### src/rtl/dsd_pcm_pkg.sv
// Shared DSD/PCM constants and the CIC width helper.
// Used by the DSD-to-PCM decimator and the modulator-side benches.
package dsd_pcm_pkg;

  localparam int DSD_POS = 1;
  localparam int DSD_NEG = -1;

  localparam logic [7:0] DSD_SILENCE = 8'h69;

  function automatic int cic_width(input int n, input int l);
    return n * l + 2;
  endfunction

endpackage

### src/rtl/cic_comb_stage.sv
// One registered CIC differentiator: out = in - previous in.
// Advances only on a valid input; valid is forwarded one cycle later.
module cic_comb_stage #(
  parameter int W = 26
) (
  input  logic         clk,
  input  logic         rst_n,
  input  logic         in_vld,
  input  logic [W-1:0] in_dat,
  output logic         out_vld,
  output logic [W-1:0] out_dat
);

  logic [W-1:0] dly;

  always_ff @(posedge clk or negedge rst_n) begin
    if (!rst_n) begin
      dly     <= '0;
      out_dat <= '0;
      out_vld <= 1'b0;
    end else begin
      out_vld <= in_vld;
      if (in_vld) begin
        out_dat <= in_dat - dly;
        dly     <= in_dat;
      end
    end
  end

endmodule

### src/rtl/dsd_cic_decimator.sv
// Order-N CIC decimator turning a 1-bit DSD stream into PCM words.
// Integrators run per accepted bit; combs run at the decimated rate.
module dsd_cic_decimator
  import dsd_pcm_pkg::*;
#(
  parameter int PCM_Bit_Length = 32,
  parameter int CIC_ORDER      = 4,
  parameter int DECIM_LOG2     = 6
) (
  input  logic                      BCLK_I,
  input  logic                      NRST_I,
  input  logic                      DSD_I,
  input  logic                      DSD_EN_I,
  output logic [PCM_Bit_Length-1:0] PCM_O,
  output logic                      PCM_VALID_O
);

  localparam int N  = CIC_ORDER;
  localparam int G  = CIC_ORDER * DECIM_LOG2;
  localparam int W  = cic_width(CIC_ORDER, DECIM_LOG2);
  localparam int SH = PCM_Bit_Length - 1 - G;

  localparam logic signed [W-1:0] LIM  = {2'b00, {G{1'b1}}};
  localparam logic signed [W-1:0] NLIM = -LIM;

  generate
    if (G > PCM_Bit_Length - 1) begin : g_bad_gain
      $error("CIC_ORDER*DECIM_LOG2 exceeds PCM_Bit_Length-1");
    end
    if (N < 1 || N > 6) begin : g_bad_order
      $error("CIC_ORDER must be 1..6");
    end
  endgenerate

  logic signed [W-1:0]    x;
  logic signed [W-1:0]    integ [N];
  logic [DECIM_LOG2-1:0]  cnt;
  logic                   dec_stb;
  logic                   d_vld;
  logic [W-1:0]           d_reg;
  logic [N:0][W-1:0]      c_dat;
  logic [N:0]             c_vld;
  logic [2:0]             warm;
  logic signed [W-1:0]    s;
  logic signed [G:0]      sat;
  logic [PCM_Bit_Length-1:0] pcm_next;

  assign x = DSD_I ? W'(DSD_POS) : W'(DSD_NEG);

  always_ff @(posedge BCLK_I or negedge NRST_I) begin
    if (!NRST_I) begin
      for (int k = 0; k < N; k++) integ[k] <= '0;
    end else if (DSD_EN_I) begin
      integ[0] <= integ[0] + x;
      for (int k = 1; k < N; k++) integ[k] <= integ[k] + integ[k-1];
    end
  end

  always_ff @(posedge BCLK_I or negedge NRST_I) begin
    if (!NRST_I) begin
      cnt     <= '0;
      dec_stb <= 1'b0;
      d_reg   <= '0;
      d_vld   <= 1'b0;
    end else begin
      dec_stb <= DSD_EN_I && (&cnt);
      if (DSD_EN_I) cnt <= cnt + DECIM_LOG2'(1);
      d_vld <= dec_stb;
      if (dec_stb) d_reg <= integ[N-1];
    end
  end

  assign c_dat[0] = d_reg;
  assign c_vld[0] = d_vld;

  generate
    for (genvar k = 0; k < N; k++) begin : g_comb
      cic_comb_stage #(.W(W)) u_comb (
        .clk     (BCLK_I),
        .rst_n   (NRST_I),
        .in_vld  (c_vld[k]),
        .in_dat  (c_dat[k]),
        .out_vld (c_vld[k+1]),
        .out_dat (c_dat[k+1])
      );
    end
  endgenerate

  // Symmetric clamp keeps +full and -full scale mirror images.
  assign s = c_dat[N];

  always_comb begin
    sat = s[G:0];
    if (s > LIM)       sat = LIM[G:0];
    else if (s < NLIM) sat = NLIM[G:0];
  end

  assign pcm_next = PCM_Bit_Length'(sat) <<< SH;

  // The first N comb outputs carry partially filled delay lines.
  always_ff @(posedge BCLK_I or negedge NRST_I) begin
    if (!NRST_I) begin
      PCM_O       <= '0;
      PCM_VALID_O <= 1'b0;
      warm        <= '0;
    end else begin
      PCM_VALID_O <= 1'b0;
      if (c_vld[N]) begin
        if (warm == 3'(N)) begin
          PCM_O       <= pcm_next;
          PCM_VALID_O <= 1'b1;
        end else begin
          warm <= warm + 3'd1;
        end
      end
    end
  end

endmodule

### config.mk
export PLATFORM = sky130hd
export DESIGN_NAME = dsd_cic_decimator
export DESIGN_NICKNAME = d
export VERILOG_FILES = /design/src/rtl/dsd_pcm_pkg.sv /design/src/rtl/cic_comb_stage.sv /design/src/rtl/dsd_cic_decimator.sv
export SDC_FILE = /design/constraint.sdc
export NUM_CORES = 1
export LEC_CHECK = 0
export BUFFER_PORTS_ARGS = -buffer_cell sky130_fd_sc_hd__clkbuf_2
export CELL_PAD_IN_SITES_DETAIL_PLACEMENT = 1
export CELL_PAD_IN_SITES_GLOBAL_PLACEMENT = 1
export CORE_MARGIN = 2
export CORE_UTILIZATION = 51
export DETAILED_ROUTE_END_ITERATION = 8
export PLACE_DENSITY = 0.91
export SKIP_CTS_REPAIR_TIMING = 1
export SYNTH_ARGS = -nofsm -noshare
export SYNTH_HDL_FRONTEND = slang
export SYNTH_SLANG_ARGS = --single-unit
### constraint.sdc
create_clock -name BCLK_I -period 3.75 [get_ports BCLK_I]
set_clock_uncertainty 0.15 [all_clocks]
set_input_delay 0.375 -clock BCLK_I [delete_from_list [all_inputs] [get_ports BCLK_I]]
set_output_delay 0.375 -clock BCLK_I [all_outputs]
set_load 0.01 [all_outputs]
### Yosys cells after proc, flatten, opt, wreduce, memory -nomap -nowiden

Cells that the tools add are included.

* input port bits: 4
* bits in registers: 379

* reduce and logical (&&, ||, !) cells: 4
* $lt $le $gt $ge: 2
* muxes and demuxes: 5
* bitwise operators: 1
* equality and inequality tests: 1
* add/subtract/negate cells: 10

Operator list (number)
* $add A26 B26 Y26: 4
* $sub A26 B26 Y26: 4
* $mux W25: 2
* $gt A26 B25 Y1 const B: 1
* $lt A26 B25 Y1 const B: 1
* $mux W26: 1
* $add A6 B1 Y6 const B: 1
* $reduce_and A6 Y1: 1
* $reduce_and A2 Y1: 2
* $add A3 B1 Y3 const B: 1
* $eq A3 B3 Y1 const B: 1
* $mux W1: 2
* $logic_and A1 B1 Y1: 1
* $not A1 Y1: 1

### Logic depth before layout (Yosys ltp)

Gate-level depths: netlist (run 1).

* depth after elaboration: 3
* mapped depth: 13

### By module

From an unflattened synthesis (run 1), not the netlist that was laid out.

* cells, all modules: 2602
* area, all modules: 24693.7 sq um

Modules (own cells, without submodules)
* dsd_cic_decimator: cells each 1112, area an instance 11033.1 sq um, instances 1
* cic_comb_stage at g_comb[2].u_comb ...: cells each 374, area an instance 3429.5 sq um, instances 2
* cic_comb_stage at g_comb[1].u_comb: cells each 374, area an instance 3414.5 sq um, instances 1
* cic_comb_stage at g_comb[0].u_comb: cells each 368, area an instance 3387.0 sq um, instances 1

### Worst setup path after synthesis (run 1)

OpenSTA, ideal clock, no wires.

* path kind: register -> register
* from: reg g_comb[1].u_comb.out_dat[0]
* to: reg g_comb[2].u_comb.out_dat[22]
* arrival: 2.994 ns
* path buffers: 0
* path slack: 0.481 ns
* stages on the path, launching flop included: 14
* clock period less this slack: 3.269 ns
* cells stage by stage: dfrtp_1 inv_1 ha_1 inv_1 fa_1 a21o_1 a21oi_2 nor2b_1 o311a_1 or4_4 a221oi_4 o21bai_2 xor2_1 mux2_4

* cells in the longest elaborated chain, start to end: 1

Ends and longest elaborated chain
* start, declared: RTL line cic_comb_stage.sv:11 `output logic [W-1:0] out_dat`
* start signal, assigned: RTL line cic_comb_stage.sv:24 `out_dat <= in_dat - dly;`
* $sub A26 B26 Y26: RTL line cic_comb_stage.sv:24
* end signal, assigned: RTL line cic_comb_stage.sv:24
* end, declared: RTL line cic_comb_stage.sv:11

Every way passes these cells.
A chain may end at the register's enable or synchronous reset.

### Worst setup path in the final report (run 1)

* from: reg g_comb[2].u_comb.out_dat[0]
* to: reg g_comb[3].u_comb.out_dat[24]

* cells in the longest elaborated chain, start to end: 1

Ends and longest elaborated chain (RTL line)
* $sub A26 B26 Y26: cic_comb_stage.sv:24
* end signal, assigned: cic_comb_stage.sv:24
* end, declared: cic_comb_stage.sv:11

Every way passes these cells.

==> results.sh, run 1 <==
export IMPL_outcome="completed"
export IMPL_synth_edff_count=0
export IMPL_max_clock_path_buffers=3
export IMPL_via_count=19737
export IMPL_period_needed_ns=3.61
export IMPL_worst_slew_pin_slew_ns=1.19
export IMPL_floorplan_initialDensity_pct=51.6
export IMPL_wire_length_of_the_first_global_routing_pass_mm=116
export IMPL_multi_input_area_um2=13600
export IMPL_most_common_layout_cells="sky130_fd_sc_hd__dfrtp_1, sky130_fd_sc_hd__nand2_1, sky130_fd_sc_hd__ha_1"
export IMPL_async_flop_share_pct=100
export IMPL_die_width_um=221
export IMPL_vias_per_cell=6.23
export IMPL_drt_iter0_drc=1198
export IMPL_critPathLaunchType="flop"
export IMPL_insertion_delay_ns=0.60
export IMPL_postSynthRegisterBits=379
export IMPL_core_rowCount=79
export IMPL_place_hpwl_mm=45.3
export IMPL_power_density_nw_per_um2=847
export IMPL_synth_seq_area_share_pct=39.5
export IMPL_critPathKind="reg2reg"
export IMPL_largestRegisters="g_comb.u_comb.dly x104, g_comb.u_comb.out_dat x104, integ x104"
export IMPL_post_drt_wl_per_cell_um=22.1
export IMPL_finalSetupViolations=0
export IMPL_vdd_ir_drop_max_mv=0.509
export IMPL_slew_viol_final=0
export IMPL_syn_cell_area_um2=24000
export IMPL_hold_path_class="in2reg"
export IMPL_port_buffer_count=29
export IMPL_final_layout_size_suffix_gt1_share_pct=12.3
export IMPL_ys_warnings_count=0
export IMPL_max_frequency_mhz=277
export IMPL_critical_path_arrival_ns=3.90
export IMPL_final_fill_count=5194
export IMPL_antenna_violating_nets_post_route=0
export IMPL_critPathRequiredTime_ns=4.04
export IMPL_area_sequential_um2=9490
export IMPL_max_slew_margin_rel_pct=21.0
export IMPL_setup_total_negative_slack_ns=0
export IMPL_finalHoldViolCount=0
export IMPL_power_static_leakage_nw=12.3
export IMPL_root_buffer="sky130_fd_sc_hd__clkbuf_16"
export IMPL_number_of_remaining_drc_errors=0
export IMPL_grt_max_degree=119
export IMPL_p_total_w=0.0222
export IMPL_area_growth_pct=9.20
export IMPL_worst_setup_hold_path_clk_slew_ns=0.07
export IMPL_synth_lib_cells_used_distinct=87
export IMPL_io_pin_count=37
export IMPL_fin_nets=2746
export IMPL_drt_total_wl_mm=70.1
export IMPL_path_max_fanout=3
export IMPL_clock_tree_from_tritoncts="done"
export IMPL_grt_remaining_overflow=0
export IMPL_cap_violations=0
export IMPL_insertedDiodeCount=0
export IMPL_first_pass_iters=5
export IMPL_coreArea_um2=46600
export IMPL_post_route_period_util_pct=96.3
export IMPL_final_common_cell="sky130_fd_sc_hd__dfrtp_1"
export IMPL_grt_antenna_before_repair=0
export IMPL_clock_sink_count=379
export IMPL_globalplace_congestion=0.859
export IMPL_ys_flop_type="sky130_fd_sc_hd__dfrtp_1"
export IMPL_synth_avg_cell_area_um2=9.57
export IMPL_grt_setup_unrepaired="false"
export IMPL_cts_made_buffers=43
export IMPL_setup_worst_path_end_class="flop"
export IMPL_design_die_area_um2=48800
export IMPL_vias_in_the_first_global_route=22163
export IMPL_post_synth_inst_count=2509
export IMPL_grt_usage_pct=28.5
export IMPL_clock_tree_htree_level_count=2
export IMPL_die_height_um=221
-- routing by layer --
metal | vias up | part of all wire, % | track usage (%)
met2 | 517 | 54 | 54.5
met3 | 262 | 3.0 | 3.25
met1 | 9990 | 38 | 31.0
met4 | 0 | 4.8 | 13.9
li1 | 8968 | - | -
met5 | - | 0 | 0
-- area by class of cell --
type,count,share of cell area (%)
clock inverters,7,0.205
repair buffers,54,1.47
clock buffers,65,4.96
flip-flops and latches,379,36.2
inverters,160,2.29
well taps,607,2.90
multi-input cells,1894,52.0
-- worst max-delay path, cell delays in order (launching register included) --
cell and delay [ns]:
sky130_fd_sc_hd__dfrtp_1 0.38, sky130_fd_sc_hd__inv_1 0.08, sky130_fd_sc_hd__ha_1 0.17, sky130_fd_sc_hd__inv_1 0.06
sky130_fd_sc_hd__fa_1 0.43, sky130_fd_sc_hd__a21o_1 0.19, sky130_fd_sc_hd__a21o_1 0.23, sky130_fd_sc_hd__a2111oi_4 0.43
sky130_fd_sc_hd__o21ai_1 0.17, sky130_fd_sc_hd__o21ai_1 0.37, sky130_fd_sc_hd__o31ai_1 0.20, sky130_fd_sc_hd__o31ai_1 0.30
sky130_fd_sc_hd__xor2_1 0.20, sky130_fd_sc_hd__a21oi_1 0.10
-- worst paths after layout --
path                                             start                           end  slack, ns  depth (start not counted)
max                        g_comb[2].u_comb.out_dat[0]  g_comb[3].u_comb.out_dat[24]       0.14                         13
min                                           DSD_EN_I                        cnt[2]       0.20                          3
max reg2reg                g_comb[2].u_comb.out_dat[0]  g_comb[3].u_comb.out_dat[24]       0.14                         13
min reg2reg                                  PCM_O[13]                     PCM_O[13]       0.34                          2
max in group asynchronous                       NRST_I      g_comb[2].u_comb.dly[13]       2.07                          3
min in group asynchronous                       NRST_I   g_comb[1].u_comb.out_dat[0]       0.35                          2
-- through the flow --
stage / setup slack, ns / instances / hold WS [ns] / utilization [%] / area (µm²)
3_3_place_gp: 0.249 / 3092 / 0.307 / 53.3 / 24800
4_1_cts: 0.0965 / 3164 / -0.205 / 56.3 / 26200
5_1_grt: 0.00947 / 3166 / 0.223 / 56.3 / 26200
2_1_floorplan: 0.481 / 2515 / -0.0706 / - / 24000
6_report: 0.137 / 3166 / 0.199 / 56.3 / 26200
3_5_place_dp: 0.150 / 3092 / 0.330 / 53.3 / 24800
-- cells in the mapped netlist, drive strengths merged, types with 20 or more instances --
| cell type | number | area share [%] |
|---|---|---|
| a211oi | 25 | 0.78 |
| inv | 159 | 2.5 |
| nand2 | 245 | 3.8 |
| nor3 | 29 | 0.60 |
| xor2 | 51 | 1.9 |
| nor2b | 42 | 1.1 |
| and3 | 22 | 0.57 |
| clkbuf | 58 | 0.91 |
| nor2 | 141 | 2.2 |
| buf | 24 | 0.48 |
| xnor2 | 112 | 4.1 |
| dfrtp | 379 | 39 |
| o21ai | 223 | 4.6 |
| a21oi | 170 | 3.6 |
| a31oi | 20 | 0.58 |
| a21o | 87 | 2.7 |
| nand2b | 27 | 0.70 |
| o21bai | 30 | 0.95 |
| ha | 202 | 11 |
| o21a | 27 | 0.85 |
| mux2 | 178 | 8.4 |
| nand3 | 38 | 0.79 |
-- logic make-up (layout without fill, tap and decap cells) --
family,count (synthesis),in the layout,share of synthesized area (%)
fa+ha+maj,210,210,11.2
flops,379,379,39.5
compound gates,705,705,18.5
mux,187,187,8.74
xor+xnor,163,163,5.94
other cells,1,7,0.0156
simple gates,622,622,12.2
buf+inv,242,286,3.89
-- where the power goes --
part / switching (W) / internal [W]
registers: 0.000792 / 0.00486
logic: 0.00701 / 0.00538
clock network: 0.00180 / 0.00238
Power figures use the tool's default switching activity.
==> run 2, diff against run 1 <==
Settings changed: CORE_UTILIZATION 51 to 52, CTS_BUF_LIST set to sky130_fd_sc_hd__clkbuf_2 sky130_fd_sc_hd__clkbuf_4 sky130_fd_sc_hd__clkbuf_8, CTS_CLUSTER_SIZE set to 24, PLACE_DENSITY 0.91 to 0.93, TNS_END_PERCENT set to 5.
==> run 2 against run 1 <==
Compared with the run above: the flow now finishes with violations (capacitance limit, slew limit, setup timing); worst hold slack got worse by 0.048 ns; via count rose by 7.8%; global-route usage rose by 7.5 points; sequential cell count did not move; clock-buffer cell count rose by 39; die area fell by 1.9%; non-clock buffer count fell by 6; utilization rose by 1.6 points; combinational power rose by 6%; critical path type unchanged; largest cell class unchanged.
==> results.sh, run 2 (synthesis gave the netlist of run 1 again) <==
export IMPL_outcome="finished with violations"
export IMPL_failed_checks="capacitance limit, slew limit, setup timing"
export IMPL_met2WireLength_mm=44.0
export IMPL_met3WireLength_mm=4.86
export IMPL_place_hpwl_mm=48.7
export IMPL_setup_total_negative_slack_ns=-1.03
export IMPL_path_max_fanout=5
export IMPL_critPathKind="reg2reg"
export IMPL_critPathRequiredTime_ns=4.15
export IMPL_switching_power_w=0.0106
export IMPL_max_slew_margin_rel_pct=-3.78
export IMPL_post_drt_wl_per_cell_um=26.7
export IMPL_globalplace_congestion=0.890
export IMPL_final_layout_size_suffix_gt1_share_pct=14.1
export IMPL_top_routing_layer_in_use="met4"
export IMPL_power_static_leakage_nw=12.4
export IMPL_layout_core_utilization_pct=57.9
export IMPL_grt_setup_unrepaired="true"
export IMPL_clock_tree_htree_level_count=3
export IMPL_cap_violations=1
export IMPL_internal_power_w=0.0128
export IMPL_antenna_violating_nets_post_route=0
export IMPL_clkPwrFrac_pct=19.4
export IMPL_grt_max_degree=93
export IMPL_die_width_um=219
export IMPL_vias_per_cell=6.66
export IMPL_die_height_um=219
export IMPL_port_buffer_count=29
export IMPL_placed_instance_area_um2=24800
export IMPL_largestRegisters="g_comb.u_comb.dly x104, g_comb.u_comb.out_dat x104, integ x104"
export IMPL_number_of_remaining_drc_errors=0
export IMPL_final_common_cell="sky130_fd_sc_hd__dfrtp_1"
export IMPL_drt_total_wl_mm=85.3
export IMPL_setup_worst_path_end_class="flop"
export IMPL_combinationalPowerShare_pct=56.1
export IMPL_grt_usage_pct=36.0
export IMPL_via_count=21283
export IMPL_core_rowCount=78
export IMPL_p_total_w=0.0234
export IMPL_worst_slew_pin_slew_ns=1.54
export IMPL_insertedDiodeCount=0
export IMPL_seqPwrFrac_pct=24.5
export IMPL_wire_length_of_the_first_global_routing_pass_mm=136
export IMPL_max_clock_path_buffers=3
export IMPL_power_density_nw_per_um2=887
export IMPL_final_fill_count=5064
export IMPL_clock_tree_from_tritoncts="done"
export IMPL_root_buffer="sky130_fd_sc_hd__clkbuf_8"
export IMPL_first_pass_iters=6
export IMPL_max_frequency_mhz=239
export IMPL_m1WireLength_mm=30.3
export IMPL_grt_remaining_overflow=0
export IMPL_floorplan_initialDensity_pct=52.8
export IMPL_area_growth_pct=9.64
export IMPL_final_setup_worst_slack_ns=-0.429
export IMPL_io_pin_count=37
export IMPL_insertion_delay_ns=0.67
export IMPL_post_route_period_util_pct=111
export IMPL_period_needed_ns=4.18
export IMPL_fin_nets=2764
export IMPL_grt_antenna_before_repair=1
export IMPL_finalSetupViolations=6
export IMPL_switching_share_pct=45.3
export IMPL_most_common_layout_cells="sky130_fd_sc_hd__dfrtp_1, sky130_fd_sc_hd__nand2_1, sky130_fd_sc_hd__ha_1"
export IMPL_post_route_cell_area_um2=26300
export IMPL_slew_viol_final=3
export IMPL_critPathLaunchType="flop"
export IMPL_finalHoldViolCount=0
export IMPL_drt_iter0_drc=1660
export IMPL_hold_path_class="in2async"
export IMPL_cts_made_buffers=67
export IMPL_critical_path_arrival_ns=4.58
export IMPL_design_die_area_um2=47900
export IMPL_clock_sink_count=379
export IMPL_vias_in_the_first_global_route=23805
export IMPL_worst_setup_hold_path_clk_slew_ns=0.07
export IMPL_coreArea_um2=45500
export IMPL_vdd_ir_drop_max_mv=0.607
export IMPL_dp_worst_setup_slack_ns=0.0978
-- run 2: cell count changes in the layout (fill, tap and decap cells not counted), sizes merged --
cell	delta
clkinv	-2
buf	-6
clkbuf	+39
inv	+2
clkinvlp	+2
bufinv	+4
-- run 2: cell type report --
type	count	area (µm²)	share of cell area, %
multi-input combinational	1894	13700	51.9
sequential	379	9490	36.0
clock buffer	104	1310	4.98
tap	600	751	2.85
inverter	160	601	2.28
timing repair buffer	48	340	1.29
clock inverter	13	181	0.689
-- run 2: per-stage QoR --
step / hold WS, ns / std cells
after floorplan: -0.0706 / 2515
after global routing: 0.181 / 3198
after CTS: -0.429 / 3196
final: 0.151 / 3198
after global placement: 0.243 / 3079
after detailed placement: 0.258 / 3079
-- run 2: worst max-delay path: stages, from the launching register on --
cell and delay (ns):
sky130_fd_sc_hd__dfrtp_1 0.44, sky130_fd_sc_hd__ha_1 0.40, sky130_fd_sc_hd__a21o_1 0.23, sky130_fd_sc_hd__o41ai_1 1.28
sky130_fd_sc_hd__o211a_1 0.34, sky130_fd_sc_hd__o31ai_1 0.16, sky130_fd_sc_hd__o21ai_1 0.41, sky130_fd_sc_hd__o221ai_1 0.31
sky130_fd_sc_hd__a31oi_1 0.28, sky130_fd_sc_hd__o21ai_1 0.09
-- run 2: worst paths after layout --
check | start | end | slack, ns | cells past startpoint
min in group BCLK_I | DSD_I | integ[79] | 0.16 | 4
setup / recovery | g_comb[2].u_comb.out_dat[8] | g_comb[3].u_comb.out_dat[25] | -0.43 | 9
setup reg to reg | g_comb[2].u_comb.out_dat[8] | g_comb[3].u_comb.out_dat[25] | -0.43 | 9
max in group asynchronous | NRST_I | g_comb[2].u_comb.out_vld | 2.18 | 3
hold / removal | NRST_I | g_comb[2].u_comb.out_dat[14] | 0.15 | 2
hold reg to reg | PCM_O[18] | PCM_O[18] | 0.34 | 2
-- run 2: routing by layer --
layer	vias to the layer above	track usage, %
met1	10725	37.6
met5	-	0.938
met4	0	23.6
li1	9009	-
met2	1023	64.6
met3	526	8.19
-- run 2: power by group through the flow --
stage                     combinational [W]  clock, W  sequential (W)
after global placement               0.0107         0         0.00560
after detailed placement             0.0117         0         0.00570
after CTS                            0.0127   0.00450         0.00569
after floorplan                     0.00913         0         0.00537
final                                0.0131   0.00453         0.00572
after global routing                 0.0141   0.00468         0.00578
==> run 3, diff against run 2 <==
Settings changed: CORE_UTILIZATION 52 to 55, PLACE_DENSITY 0.93 to 0.95.
Clock period 3.75 ns to 5.04 ns, I/O delays scaled along.
==> run 3 against run 2 <==
Compared with the run above: the run now ends clean; cell count shrank 0.72%; setup slack gained 1.4 ns; die area shrank 5.4%; register-to-register slack gained 1.4 ns; critical path type unchanged.
==> results.sh, run 3 (synthesis gave the netlist of run 1 again) <==
export IMPL_cts_made_buffers=68
export IMPL_clock_sink_count=379
export IMPL_die_height_um=213
export IMPL_hold_path_class="in2reg"
export IMPL_max_frequency_mhz=243
export IMPL_grt_antenna_before_repair=11
export IMPL_post_drt_wl_per_cell_um=28.2
export IMPL_wire_length_of_the_first_global_routing_pass_mm=141
export IMPL_grt_max_degree=119
export IMPL_insertion_delay_ns=0.70
export IMPL_period_needed_ns=4.11
export IMPL_vias_in_the_first_global_route=24439
export IMPL_first_pass_iters=6
export IMPL_coreArea_um2=43100
export IMPL_grt_setup_unrepaired="false"
export IMPL_outcome="completed"
export IMPL_ff2ff_setup_slack_ns=0.93
export IMPL_cell_chain_critical_path="inv_1, ha_1, inv_1, fa_1, a21o_1, a21o_1, a2111oi_2, o21ai_1, o21ai_1, o31ai_1, o31ai_1, xor2_1, a21oi_1"
export IMPL_post_route_period_util_pct=81.5
export IMPL_core_rowCount=76
export IMPL_timing_critical_path_slowest_cell_delay_ns=0.65
export IMPL_globalplace_congestion=0.866
export IMPL_floorplan_initialDensity_pct=55.8
export IMPL_reg_to_reg_critical_path_startpoint="g_comb[2].u_comb.out_dat[0]"
export IMPL_r2r_end="g_comb[3].u_comb.out_dat[24]"
export IMPL_layout_core_utilization_pct=60.5
export IMPL_post_layout_nonfiller_instances=3175
export IMPL_vdd_ir_drop_max_mv=0.361
export IMPL_power_density_nw_per_um2=658
export IMPL_cap_violations=0
export IMPL_die_width_um=213
export IMPL_power_static_leakage_nw=12.3
export IMPL_max_slew_margin_rel_pct=11.8
export IMPL_clock_tree_from_tritoncts="done"
export IMPL_vias_per_cell=6.79
export IMPL_critPathLaunchType="flop"
export IMPL_largestRegisters="g_comb.u_comb.dly x104, g_comb.u_comb.out_dat x104, integ x104"
export IMPL_worst_r2r_cell_count=13
export IMPL_final_common_cell="sky130_fd_sc_hd__dfrtp_1"
export IMPL_slew_viol_final=0
export IMPL_worst_slew_pin_slew_ns=1.32
export IMPL_finalHoldViolCount=0
export IMPL_drt_iter0_drc=2024
export IMPL_worst_setup_hold_path_clk_slew_ns=0.07
export IMPL_final_layout_size_suffix_gt1_share_pct=13.5
export IMPL_root_buffer="sky130_fd_sc_hd__clkbuf_8"
export IMPL_grt_remaining_overflow=0
export IMPL_number_of_remaining_drc_errors=0
export IMPL_path_max_fanout=3
export IMPL_most_common_layout_cells="sky130_fd_sc_hd__dfrtp_1, sky130_fd_sc_hd__nand2_1, sky130_fd_sc_hd__ha_1"
export IMPL_clock_tree_htree_level_count=3
export IMPL_worst_path_max_delay_cell="sky130_fd_sc_hd__a2111oi_2"
export IMPL_antenna_violating_nets_post_route=0
export IMPL_whs_path_depth=4
export IMPL_finalSetupViolations=0
export IMPL_hp_start="DSD_I"
export IMPL_min_to="integ[103]"
export IMPL_fin_nets=2759
export IMPL_area_growth_pct=8.55
export IMPL_critPathKind="reg2reg"
export IMPL_final_fill_count=4822
export IMPL_via_count=21565
export IMPL_max_clock_path_buffers=3
export IMPL_drt_total_wl_mm=89.4
export IMPL_critPathRequiredTime_ns=5.43
export IMPL_design_die_area_um2=45400
export IMPL_io_pin_count=37
export IMPL_critical_path_arrival_ns=4.50
export IMPL_setup_worst_path_end_class="flop"
export IMPL_setup_total_negative_slack_ns=0
export IMPL_placed_instances=3059
export IMPL_port_buffer_count=29
export IMPL_grt_usage_pct=40.2
export IMPL_place_hpwl_mm=49.5
export IMPL_p_total_w=0.0171
## run 3: cell types whose count changed in the layout (fill, tap and decap cells not counted), moves of 3 or more
cell / delta
sky130_fd_sc_hd__bufinv_16: -4
sky130_fd_sc_hd__diode_2: +3
sky130_fd_sc_hd__o21ai_1: +3
sky130_fd_sc_hd__buf_4: -4
## run 3: final cells by class
type / count / area [µm²] / share of cell area (%)
tap: 585 / 732 / 2.81
clock inverter: 10 / 65.1 / 0.250
timing repair buffer: 42 / 270 / 1.04
antenna: 3 / 7.51 / 0.0288
clock buffer: 102 / 1280 / 4.93
multi-input combinational: 1894 / 13600 / 52.2
inverter: 160 / 601 / 2.30
sequential: 379 / 9490 / 36.4
## run 3: worst max-delay path: cells and delay by family, from the launching register on
kind	cells	cell delay [ns]
compound gates	8	2.46
xor+xnor	1	0.19
fa+ha+maj	2	0.64
buf+inv	2	0.16
flops	1	0.39
## run 3: worst max-delay path by stage
stage,start,end,cells after the start
2_1_floorplan,DSD_I,integ[101],11
3_3_place_gp,DSD_I,integ[101],12
3_5_place_dp,g_comb[2].u_comb.out_dat[0],g_comb[3].u_comb.out_dat[24],13
4_1_cts,g_comb[2].u_comb.out_dat[0],g_comb[3].u_comb.out_dat[24],13
5_1_grt,g_comb[2].u_comb.out_dat[0],g_comb[3].u_comb.out_dat[24],13
6_report,g_comb[2].u_comb.out_dat[0],g_comb[3].u_comb.out_dat[24],13
## run 3: routing by layer
metal,GRT usage (%),share of wire [%],vias to the layer above
met2,69.8,50,1214
met5,0,0.13,-
met3,12.5,6.9,641
met1,40.1,34,10696
met4,31.3,8.2,16
li1,-,-,8998
## run 3: through the flow
stage                     area (µm²)  setup slack (ns)  hold WS (ns)
after floorplan                24000              1.66        0.0584
after global placement         24700              1.49         0.307
after detailed placement       24700              1.25         0.326
after CTS                      26100              1.05        -0.240
after global routing           26100             0.840         0.282
final                          26100             0.932         0.235
## run 3: power by group
part / internal [W] / switching [W]
logic: 0.00399 / 0.00577
clock network: 0.00162 / 0.00151
registers: 0.00362 / 0.000635
